**config.mk**
```make
export PLATFORM = sky130hd
export DESIGN_NAME = ins_fetch_flat
export DESIGN_NICKNAME = d
export VERILOG_FILES = /design/src/rtl/cpu_pkg.sv /design/src/rtl/ins_fetch_if.sv /design/src/rtl/fetch_fifo.sv /design/src/rtl/ins_fetch.sv /design/src/flat_wrapper.sv
export SDC_FILE = /design/constraint.sdc
export NUM_CORES = 1
export LEC_CHECK = 0
export CORE_MARGIN = 2
export CORE_UTILIZATION = 45
export DETAILED_ROUTE_END_ITERATION = 8
export GPL_ROUTABILITY_DRIVEN = 0
export GPL_TIMING_DRIVEN = 1
export PLACE_DENSITY = 0.7
export SLEW_MARGIN = 20
export SYNTH_ARGS = -nofsm -noshare
export SYNTH_HDL_FRONTEND = slang
export SYNTH_SLANG_ARGS = --single-unit
```
**constraint.sdc**
```tcl
create_clock -name clk -period 2.44 [get_ports clk]
set_input_delay 0.244 -clock clk [delete_from_list [all_inputs] [get_ports clk]]
set_output_delay 0.244 -clock clk [all_outputs]
set_load 0.01 [all_outputs]
```
**src/rtl/cpu_pkg.sv**
```systemverilog
// rtl/cpu_pkg.sv - shared CPU types and default bus widths
package cpu_pkg;
  localparam int DEF_ADDR_W = 8;
  localparam int DEF_DATA_W = 8;

  typedef enum logic [1:0] {
    S_IDLE  = 2'd0,
    S_RUN   = 2'd1,
    S_REDIR = 2'd2
  } fetch_state_t;
endpackage

```
**src/rtl/ins_fetch_if.sv**
```systemverilog
// rtl/ins_fetch_if.sv - program-memory, decoder and redirect signals of the fetch stage
interface ins_fetch_if #(
  parameter int ADDR_W = cpu_pkg::DEF_ADDR_W,
  parameter int DATA_W = cpu_pkg::DEF_DATA_W
);
  logic [ADDR_W-1:0] addr_bus;
  logic              read_en;
  logic [DATA_W-1:0] data_bus;
  logic [DATA_W-1:0] ins_byte;
  logic [ADDR_W-1:0] ins_pc;
  logic              ins_valid;
  logic              ins_ready;
  logic              jump_en;
  logic [ADDR_W-1:0] jump_addr;

  modport master (
    output addr_bus, read_en, ins_byte, ins_pc, ins_valid,
    input  data_bus, ins_ready, jump_en, jump_addr
  );

  modport slave (
    input  addr_bus, read_en, ins_byte, ins_pc, ins_valid,
    output data_bus, ins_ready, jump_en, jump_addr
  );
endinterface

```
**src/rtl/fetch_fifo.sv**
```systemverilog
// rtl/fetch_fifo.sv - prefetch buffer of {byte, pc} entries; flush beats push and pop
module fetch_fifo #(
  parameter int W     = 16,
  parameter int DEPTH = 4,
  localparam int PW   = $clog2(DEPTH),
  localparam int CW   = PW + 1
) (
  input  logic          clk,
  input  logic          reset,
  input  logic          push,
  input  logic          pop,
  input  logic          flush,
  input  logic [W-1:0]  din,
  output logic [W-1:0]  head,
  output logic [CW-1:0] count
);
  logic [W-1:0]  mem [DEPTH];
  logic [PW-1:0] rd_ptr;
  logic [PW-1:0] wr_ptr;

  always_ff @(posedge clk or negedge reset) begin
    if (!reset) begin
      rd_ptr <= '0;
      wr_ptr <= '0;
      count  <= '0;
      for (int i = 0; i < DEPTH; i++) mem[i] <= '0;
    end else if (flush) begin
      rd_ptr <= '0;
      wr_ptr <= '0;
      count  <= '0;
    end else begin
      // When full, push and pop share the slot being vacated by the head.
      if (push) begin
        mem[wr_ptr] <= din;
        wr_ptr      <= wr_ptr + 1'b1;
      end
      if (pop) rd_ptr <= rd_ptr + 1'b1;
      if (push && !pop)      count <= count + 1'b1;
      else if (pop && !push) count <= count - 1'b1;
    end
  end

  assign head = mem[rd_ptr];
endmodule

```
**src/rtl/ins_fetch.sv**
```systemverilog
// rtl/ins_fetch.sv - instruction fetch stage: fetch PC, memory read strobe, prefetch buffer
module ins_fetch
  import cpu_pkg::*;
#(
  parameter int ADDR_W = DEF_ADDR_W,
  parameter int DATA_W = DEF_DATA_W,
  parameter int DEPTH  = 4
) (
  input logic        clk,
  input logic        reset,
  ins_fetch_if.master bus
);
  localparam int CW = $clog2(DEPTH) + 1;
  localparam int EW = DATA_W + ADDR_W;
  localparam logic [CW-1:0] FULL = CW'(DEPTH);

  fetch_state_t      state_q;
  fetch_state_t      state_d;
  logic [ADDR_W-1:0] fetch_pc;
  logic [CW-1:0]     count;
  logic [EW-1:0]     head;
  logic              pop;
  logic              read_en;

  assign pop     = bus.ins_valid && bus.ins_ready;
  assign read_en = (state_q == S_RUN) && !bus.jump_en && (count != FULL || pop);

  always_ff @(posedge clk or negedge reset) begin
    if (!reset) state_q <= S_IDLE;
    else        state_q <= state_d;
  end

  always_comb begin
    state_d = state_q;
    if (bus.jump_en) begin
      state_d = S_REDIR;
    end else begin
      case (state_q)
        S_IDLE:  state_d = S_RUN;
        S_RUN:   state_d = S_RUN;
        S_REDIR: state_d = S_RUN;
        default: state_d = S_IDLE;
      endcase
    end
  end

  always_ff @(posedge clk or negedge reset) begin
    if (!reset)           fetch_pc <= '0;
    else if (bus.jump_en) fetch_pc <= bus.jump_addr;
    else if (read_en)     fetch_pc <= fetch_pc + 1'b1;
  end

  // A redirect flushes the buffer, which also discards any pop that cycle.
  fetch_fifo #(
    .W     (EW),
    .DEPTH (DEPTH)
  ) u_fifo (
    .clk   (clk),
    .reset (reset),
    .push  (read_en),
    .pop   (pop),
    .flush (bus.jump_en),
    .din   ({bus.data_bus, fetch_pc}),
    .head  (head),
    .count (count)
  );

  assign bus.addr_bus  = fetch_pc;
  assign bus.read_en   = read_en;
  assign bus.ins_valid = (count != '0);
  assign bus.ins_byte  = head[EW-1 -: DATA_W];
  assign bus.ins_pc    = head[ADDR_W-1:0];
endmodule

```
**src/flat_wrapper.sv**
```systemverilog
// flat-port wrapper written by rule: the top's interface ports become plain ports
module ins_fetch_flat import cpu_pkg::*;
#(
  parameter int ADDR_W = DEF_ADDR_W,
  parameter int DATA_W = DEF_DATA_W,
  parameter int DEPTH  = 4
)
  (clk, reset, bus_addr_bus, bus_read_en, bus_ins_byte, bus_ins_pc, bus_ins_valid, bus_data_bus, bus_ins_ready, bus_jump_en, bus_jump_addr);
  ins_fetch_if #(.ADDR_W(ADDR_W), .DATA_W(DATA_W)) bus_i ();
  input logic clk;
  input logic reset;
  output wire logic [$bits(bus_i.addr_bus)-1:0] bus_addr_bus;
  output wire logic [$bits(bus_i.read_en)-1:0] bus_read_en;
  output wire logic [$bits(bus_i.ins_byte)-1:0] bus_ins_byte;
  output wire logic [$bits(bus_i.ins_pc)-1:0] bus_ins_pc;
  output wire logic [$bits(bus_i.ins_valid)-1:0] bus_ins_valid;
  input wire logic [$bits(bus_i.data_bus)-1:0] bus_data_bus;
  input wire logic [$bits(bus_i.ins_ready)-1:0] bus_ins_ready;
  input wire logic [$bits(bus_i.jump_en)-1:0] bus_jump_en;
  input wire logic [$bits(bus_i.jump_addr)-1:0] bus_jump_addr;
  assign bus_addr_bus = bus_i.addr_bus;
  assign bus_read_en = bus_i.read_en;
  assign bus_ins_byte = bus_i.ins_byte;
  assign bus_ins_pc = bus_i.ins_pc;
  assign bus_ins_valid = bus_i.ins_valid;
  assign bus_i.data_bus = bus_data_bus;
  assign bus_i.ins_ready = bus_ins_ready;
  assign bus_i.jump_en = bus_jump_en;
  assign bus_i.jump_addr = bus_jump_addr;
  ins_fetch #(.ADDR_W(ADDR_W), .DATA_W(DATA_W), .DEPTH(DEPTH)) u_core (.clk(clk), .reset(reset), .bus(bus_i));
endmodule
```
# Yosys cells after proc, flatten, opt, wreduce, memory -nomap -nowiden
# Index checks and enable logic that the tools add are counted.
# totals
reg_bits	81
output_inout_bits	26
elab_cells	57
# classes
add_sub_neg	5
order_cmp	3
eq_ne	3
muxes	17
bitwise	3
reduce_logical	17
# ops
cell	n
$bwmux 64	1
$mux 16	3
$bmux 16 s2	1
$demux 16 s2	1
$mux 8	2
$mux 2	5
$mux 3	3
$add 8x1->8 const B	1
$ge 3x3->1 const B	2
$logic_and 1x1->1	6
$not 2->3	2
$reduce_bool 3->1	2
$add 2x1->2 const B	2
$reduce_bool 2->1	2
$add 3x1->3 const B	1
$logic_not 1->1	3
$lt 3x1->1 const B	1
$ne 3x3->1 const B	1
$reduce_or 3->1	1
$sub 3x1->3 const B	1
$eq 2x1->1 const B	1
$eq 2x2->1 const B	1
$logic_not 2->1	1
$reduce_and 2->1	1
other kinds (3)	3

# Longest topological paths before layout
# Gate-level depths: netlist (run 1).
# depth
depth_word	9
ltp_mapped	10
mapped_depth_nobuf	8

# Hierarchy
# A second synthesis (run 1) with hierarchy kept.
# unflattened
hier_cells	248
hier_area_um2	3975.1
# by_module_without_submodules
mod	instances	cells_per_inst	area_each_um2
fetch_fifo	1	196	3413.3
ins_fetch	1	52	561.8

# Worst setup path before layout (run 1)
# OpenSTA, ideal clock, no wires.
# synth_path
kind	register to register
start	register u_core.u_fifo.count[1]
end	register u_core.u_fifo.count[2]
setup_ps	132
t_arrival_ps	2093
slack_ps	215
path_stages_with_launch	10
path_buffers	1
synth_period_minus_slack_ps	2225
path_cell_list	dfrtp_1 -> buf_6 -> nor4b_4 -> nor3_4 -> and2_1 -> fa_1 -> o211ai_1 -> mux2i_1 -> a221oi_1 -> nor2_1
# synth_between
elab_chain_len	7
word_cells_on_any_way	15
classes_between	add/sub (2); eq/ne (1); mux (3); reduce/logical (9)
# synth_rtl
item	line_no	text
start: declaration	fetch_fifo.sv:15	output logic [CW-1:0] count
start signal: assignment	fetch_fifo.sv:38	if (push && !pop) count <= count + 1'b1;
start signal: assignment	fetch_fifo.sv:39	else if (pop && !push) count <= count - 1'b1;
$reduce_bool 3->1	ins_fetch.sv:70	assign bus.ins_valid = (count != '0);
$logic_and 1x1->1	ins_fetch.sv:25	assign pop = bus.ins_valid && bus.ins_ready;
$logic_or 1x1->1 *	ins_fetch.sv:26	assign read_en = (state_q == S_RUN) && !bus.jump_en && (count != FULL || pop);
$logic_and 1x1->1 *	ins_fetch.sv:26	
named net bus_read_en	flat_wrapper.sv:13	output wire logic [$bits(bus_i.read_en)-1:0] bus_read_en;
$logic_and 1x1->1 / $logic_not 1->1 (equally long branches)	fetch_fifo.sv:38, fetch_fifo.sv:39	
$mux 3 / $logic_and 1x1->1 (equally long branches)	fetch_fifo.sv:38, fetch_fifo.sv:39	
$mux 3 / $reduce_bool 3->1 (equally long branches)	--	
# The timed path passes the listed nets; every way through them passes the cells marked *. The select of a mux whose other input is x is not followed.
# A chain may end at the register's enable or synchronous reset.

# Final worst setup path (run 1)
# layout_path
start	register u_core.u_fifo.rd_ptr[0]
end	output port bus_ins_pc[5]
# layout_between
elab_chain_len	4
# layout_rtl
item	line_no	text
start: declaration	fetch_fifo.sv:18	logic [PW-1:0] rd_ptr;
start signal: assignment	fetch_fifo.sv:37	if (pop) rd_ptr <= rd_ptr + 1'b1;
$not 2->3 (not written as such)	fetch_fifo.sv:43	assign head = mem[rd_ptr];
$bmux 16 s2	fetch_fifo.sv:43	
$mux 16 (not written as such) (2 in a row)	fetch_fifo.sv:43	
end: declaration	flat_wrapper.sv:15	output wire logic [$bits(bus_i.ins_pc)-1:0] bus_ins_pc;
# Every way passes these cells. The select of a mux whose other input is x is not followed.

==> results.yml, run 1 <==
routing:
  wl_per_cell_um: 17.4
  drc_errors: 0
  avgViaCountPerCell: 5.45
  antenna_left: 0
  first_pass_iters: 4
  num_vias: 2388
  drt_iter0_drc: 76
  wl_um: 7640
global_routing:
  antenna_found_initial: 0
  track_usage_pct: 16.8
  grt_pass1_wl_um: 12900
  grt_pass1_vias: 2481
  overflow: 0
  grt_max_degree: 50
logic_synthesis:
  ys_warn_count: 0
  synth_ff_type: "dfrtp_1"
  synth_edf_count: 0
  syn_inst: 275
  yosysMostFrequentCell: "dfrtp_1"
  synthTopCellsByCount: "81 x dfrtp_1, 40 x mux2_4, 26 x mux2_2"
  ys_seq_elements: 81
  synth.cell_area_sq_um: 4040
  synth-async-reset-ratio_pct: 100
  syn_nets: 301
  syn_avg_cell_area_sq_um: 14.7
  yosys.cell_types.count: 37
  yosys.area.top_type_share_pct: 50.1
  netlist_top_cells_area: "dfrtp_1 50%, mux2_4 15%, mux4_2 8.9%"
  yosysSeqAreaShare_pct: 50.1
  yosys.area.top_type: "dfrtp_1"
power:
  p_comb_share_pct: 30.4
  clockPowerShare_pct: 26.8
  swShare_pct: 27.3
  p_sw_uw: 1130
  p_seq_share_pct: 42.9
  ir_drop_v: 0.000375
  leakagePower_uw: 0.00210
  p_per_area_nw_per_um2: 852
  internal_power_uw: 3010
timing:
  setup_tns_ns: 0
  worst_pin_slew_ns: 0.438
  finalCriticalPeriod_ns: 2.24
  holdWs_ns: 0.385
  max_freq_mhz: 446
  skew_ns: 0.0122
  finalCritPeriodShare_pct: 91.8
  final_max_slew_viol_count: 0
  grt_setup_unrepaired: "no"
  relSlewSlack_pct: 70.8
  hold_viol: 0
  setup_viol: 0
placement:
  hpwl_um: 5000
  portBuffers: 45
  dp.cells: 421
die:
  die_w_um: 98.8
  rows: 34
  pin_count: 46
  die_height_um: 98.8
  die-area_sq_um: 9760
  core-area_sq_um: 8720
  initial_core_util_pct: 46.4
worst_setup_path:
  worst-path-buf-inv: 2
  crit_family: "buffers and inverters"
  critical_path.endpoint_type: "output pin"
  path_max_fanout: 18
  worstReg2RegEnd: "u_core.u_fifo.count[2]"
  worst-setup-path-type: "reg -> out"
  worstPathRequired_ns: 2.20
  critPathArrivalTime_ns: 2.00
  cpPeakStageDelay_ns: 0.54
  slowest_stage: "mux4_2"
  reg2reg_depth: 8
  startpoint_type: "flop"
  regToRegStartpoint: "u_core.u_fifo.count[1]"
  ff2ff_setup_slack_ns: 0.25
  path_cells: "buf_12 > mux4_2 > clkdlybuf4s50_1"
clock_network:
  clock_latency_ns: 0.35
  cts_tree: "yes"
  cts.sinks: 81
  htreeDepth: 3
  cts_buffers: 9
  ctsResizeCount: 0
  clockBufferDepth: 2
  cts_root_buffer: "clkbuf_8"
  path_clk_slew_ns: 0.09
finish:
  diodes: 0
  fin_util_pct: 55.7
  areaGrowthSynthToFinish_pct: 20.0
  layout.nets: 351
  drive_above_1_share_pct: 35.2
  final_cell_count_no_fill: 438
run_status:
  run_status: "complete, no violations"
hold_path:
  hold_class: "in -> async"
flow_run:
  drv_cap: 0
==> routing by layer <==
layer / vias up / part of all wire [%] / track usage (%) / wire length, um
met2: 52 / 46 / 25.7 / 3550
met4: 0 / 0.90 / 4.74 / 69
met5: - / 0 / 0 / 0
li1: 1090 / - / - / -
met1: 1237 / 48 / 24.0 / 3700
met3: 9 / 4.1 / 4.04 / 317
==> how the worst max path moves through the flow <==
stage | from | slack [ns] | cells after the start | to
floorplan | u_core.u_fifo.count[1] | 0.21 | 9 | u_core.u_fifo.count[2]
finish | u_core.u_fifo.rd_ptr[0] | 0.20 | 3 | bus_ins_pc[5]
global placement | bus_ins_ready | 0.20 | 9 | u_core.u_fifo.count[2]
CTS | u_core.u_fifo.rd_ptr[0] | 0.17 | 3 | bus_ins_pc[5]
global route | u_core.u_fifo.count[1] | 0.12 | 8 | u_core.u_fifo.count[2]
detailed placement | bus_ins_ready | 0.13 | 9 | u_core.u_fifo.count[2]
==> state kept, by name (all words and copies together), names as in the netlist <==
signal,cells
u_core.u_fifo.mem,64
u_core.u_fifo.rd_ptr,2
u_core.state_q,2
u_core.bus.addr_bus,8
u_core.u_fifo.count,3
u_core.u_fifo.wr_ptr,2
==> repair_timing <==
| action | 4_1_cts | 5_1_grt |
|---|---|---|
| buffers inserted | 0 | 0 |
| setup endpoints to repair | 0 | 0 |
| hold buffers | 1 | 0 |
| hold endpoints to repair | 32 | 0 |
==> stage by stage <==
step                worst slack, ns  power, uW  area, sq um
floorplan                     0.215       2540         4040
global placement              0.199       3040         4620
detailed placement            0.130       3060         4620
CTS                           0.166       4180         4850
global route                  0.118       4350         4850
finish                        0.199       4140         4850
==> area by class of cell <==
class / instances / area (sq um)
clock buffers: 10 / 138
clock inverters: 6 / 90.1
fillers: 714 / 3870
inverters: 4 / 15.0
multi-input cells: 169 / 1840
flip-flops and latches: 81 / 2030
well taps: 108 / 135
repair buffers: 60 / 613
==> power by group through the flow <==
stage	registers [uW]	logic (uW)	clock network, uW
floorplan	1720	812	0
global placement	1790	1250	0
detailed placement	1790	1270	0
CTS	1770	1280	1140
global route	1810	1360	1180
finish	1770	1260	1110
==> logic make-up after synthesis <==
family / share of synthesized area (%)
adders and majority gates: 2.04
AOI/OAI and AO/OA: 3.37
DFF: 50.1
buffers and inverters: 4.46
muxes: 31.5
and+or+nand+nor: 6.34
xor gates and xnor gates: 2.17
==> layout by cell type (no fill, tap or decap), drive strengths merged, types with 2 or more instances in the layout <==
cell,netlist,final
mux2,66,66
and2,5,5
xnor2,6,6
clkbuf,8,10
ha,5,5
nor3,5,5
clkdlybuf4s50,0,44
a21oi,5,5
nand4b,2,2
bufinv,0,2
o211ai,2,2
nor2,9,9
xor2,4,4
inv,4,5
mux4,16,16
clkinv,0,2
mux2i,2,2
a211o,2,2
nand2,16,16
nand3,2,2
buf,13,15
dfrtp,81,81
o21ai,10,10
Note: power is estimated with default switching activity, not from simulation.
==> inputs of run 2 (changes only) <==
SYNTH_HIERARCHICAL = 1   (was default)
==> run 2 against run 1 <==
Clock-buffer cell count up 2. First-iteration DRC count is 16% lower. Power is 2.5% lower. Combinational power is 9% higher. Critical path depth up 2. Utilization shrank 1.2 points. Sequential share of layout area rose by 1.4 points. Non-clock buffer count is 5 lower. Via count decreased by 6.5%. Cell area shrank 3.1%. Global-route usage down 0.18 points. Clock skew down 0.0078 ns. Critical endpoint is now bus_read_en. Largest cell class unchanged. Highest routed layer unchanged.
==> results.yml, run 2 <==
global_routing:
  antenna_found_initial: 0
  grt_max_degree: 82
  overflow: 0
  track_usage_pct: 16.6
  grt_pass1_wl_um: 12400
  grt_pass1_vias: 2391
placement:
  portBuffers: 45
  hpwl_um: 4830
worst_setup_path:
  path_max_fanout: 8
  critPathArrivalTime_ns: 2.10
  worst-setup-path-type: "reg -> out"
  worstPathRequired_ns: 2.20
  critical_path.endpoint_type: "output pin"
  startpoint_type: "flop"
clock_network:
  htreeDepth: 3
  post_cts_buffers: 0
  cts_buffers: 9
  cts_tree: "yes"
  clock_latency_ns: 0.34
  path_clk_slew_ns: 0.08
  cts_root_buffer: "clkbuf_8"
  cts.sinks: 81
  clockBufferDepth: 2
die:
  die_height_um: 98.0
  die_w_um: 98.0
  rows: 34
  die-area_sq_um: 9600
  initial_core_util_pct: 46.0
  pin_count: 46
  core-area_sq_um: 8640
finish:
  top_register: "u_core/u_fifo/mem"
  final_common_cell: "dfrtp_1"
  mostFrequentLayoutCells: "80 x dfrtp_1, 44 x clkdlybuf4s50_1, 40 x mux2_4, 24 x mux2_2, 16 x mux4_2"
  areaGrowthSynthToFinish_pct: 18.4
  drive_above_1_share_pct: 38.2
  layout.nets: 328
  diodes: 0
  largest_reg_flops: 64
timing:
  finalCritPeriodShare_pct: 96.2
  final_max_slew_viol_count: 0
  skew_ns: 0.00436
  hold_viol: 0
  holdWs_ns: 0.462
  max_freq_mhz: 426
  finalCriticalPeriod_ns: 2.35
  setup_viol: 0
  worst_pin_slew_ns: 0.729
  setup_tns_ns: 0
  grt_setup_unrepaired: "no"
  relSlewSlack_pct: 51.4
power:
  leakagePower_uw: 0.00225
  power.total_uw: 4040
  ir_drop_v: 0.000362
  p_per_area_nw_per_um2: 858
logic_synthesis:
  synth_ff_type: "dfrtp_1"
  synth-async-reset-ratio_pct: 100
  yosysSeqAreaShare_pct: 51.0
  yosys.cell_types.count: 42
  synthTopCellsByCount: "81 x dfrtp_1, 40 x mux2_4, 24 x mux2_2"
  yosys.area.top_type: "dfrtp_1"
  synth.cell_area_sq_um: 3980
  yosysMostFrequentCell: "dfrtp_1"
  netlist_top_cells_area: "dfrtp_1 51%, mux2_4 15%, mux4_2 9.1%"
  ys_seq_elements: 81
  synth_edf_count: 0
  syn_inst: 248
  ys_warn_count: 6
  syn_nets: 274
  syn_avg_cell_area_sq_um: 16.0
  yosys.area.top_type_share_pct: 51.0
routing:
  drc_errors: 0
  avgViaCountPerCell: 5.39
  drt_iter0_drc: 64
  antenna_left: 0
  first_pass_iters: 4
  num_vias: 2233
  wl_um: 7520
  wl_per_cell_um: 18.2
run_status:
  run_status: "complete, no violations"
flow_run:
  drv_cap: 0
hold_path:
  hold_class: "reg -> reg"
## run 2: cell type report
cell class	count	area, sq um
inverter	6	27.5
timing repair buffer	55	542
clock buffer	12	155
sequential	81	2030
multi-input combinational	149	1780
tap	108	135
fill	707	3930
clock inverter	3	40.0
## run 2: repair_timing
| item | 4_1_cts | 5_1_grt |
|---|---|---|
| endpoints found under the hold margin | 0 | 6 |
| setup endpoints to repair | 0 | 3 |
| hold buffers | 0 | 1 |
| resized for setup | 0 | 1 |
## run 2: routing by layer
| metal | share of wire (%) | vias up | global-route usage (%) |
|---|---|---|---|
| met5 | 0 | - | 0 |
| met4 | 1.9 | 0 | 4.91 |
| met3 | 4.2 | 10 | 5.15 |
| met2 | 47 | 48 | 25.5 |
| met1 | 47 | 1151 | 22.9 |
| li1 | - | 1024 | - |
## run 2: power breakdown
part,total [uW],internal (uW),switching (uW),leakage [uW]
Combinational,1370,868,503,0.00108
Clock,972,521,451,0.000102
Sequential,1690,1530,163,0.00107
Total,4040,2920,1120,0.00225
## run 2: cells by family (layout without fill, tap and decap cells)
family | Yosys count | after routing | synth area share, %
DFF | 81 | 81 | 51.0
AOI/OAI and AO/OA | 18 | 18 | 3.49
muxes | 82 | 82 | 31.5
adders and majority gates | 6 | 6 | 2.08
and+or+nand+nor | 38 | 38 | 6.55
xor gates and xnor gates | 5 | 5 | 1.10
buffers and inverters | 18 | 76 | 4.31
## run 2: final timing paths
check	from	end	slack [ns]	cells after the start
setup / recovery	u_core/u_fifo/count[1]	bus_read_en	0.09	5
hold / removal	u_core/state_q[1]	u_core/state_q[0]	0.46	1
setup reg to reg	u_core/u_fifo/count[1]	u_core/u_fifo/count[2]	0.18	8
hold reg to reg	u_core/state_q[1]	u_core/state_q[0]	0.46	1
max in group asynchronous	reset	u_core/u_fifo/rd_ptr[0]	1.41	2
min in group asynchronous	reset	u_core/u_fifo/mem[30]	0.50	2
## run 2: critical path, cell delays in order (launching register included)
cell	delay, ns
dfrtp_1	0.41
or4b_4	0.57
nand3_4	0.12
inv_6	0.04
buf_4	0.16
clkdlybuf4s50_1	0.48
## run 2: metrics by stage
| stage | utilization [%] | instances | cell area, sq um | worst slack, ns |
|---|---|---|---|---|
| 5_1_grt | 54.5 | 414 | 4700 | 0.00311 |
| 2_1_floorplan | - | 248 | 3980 | 0.0903 |
| 3_5_place_dp | 52.0 | 398 | 4490 | -0.0127 |
| 3_3_place_gp | 52.0 | 398 | 4490 | 0.00426 |
| 6_report | 54.5 | 414 | 4700 | 0.0918 |
| 4_1_cts | 54.3 | 413 | 4690 | 0.0346 |
==> inputs of run 3 (changes only) <==
HOLD_SLACK_MARGIN = 0.08   (was default)
==> results of run 3 <==
The final DEF is identical to that of run 2; final timing and power are the same.
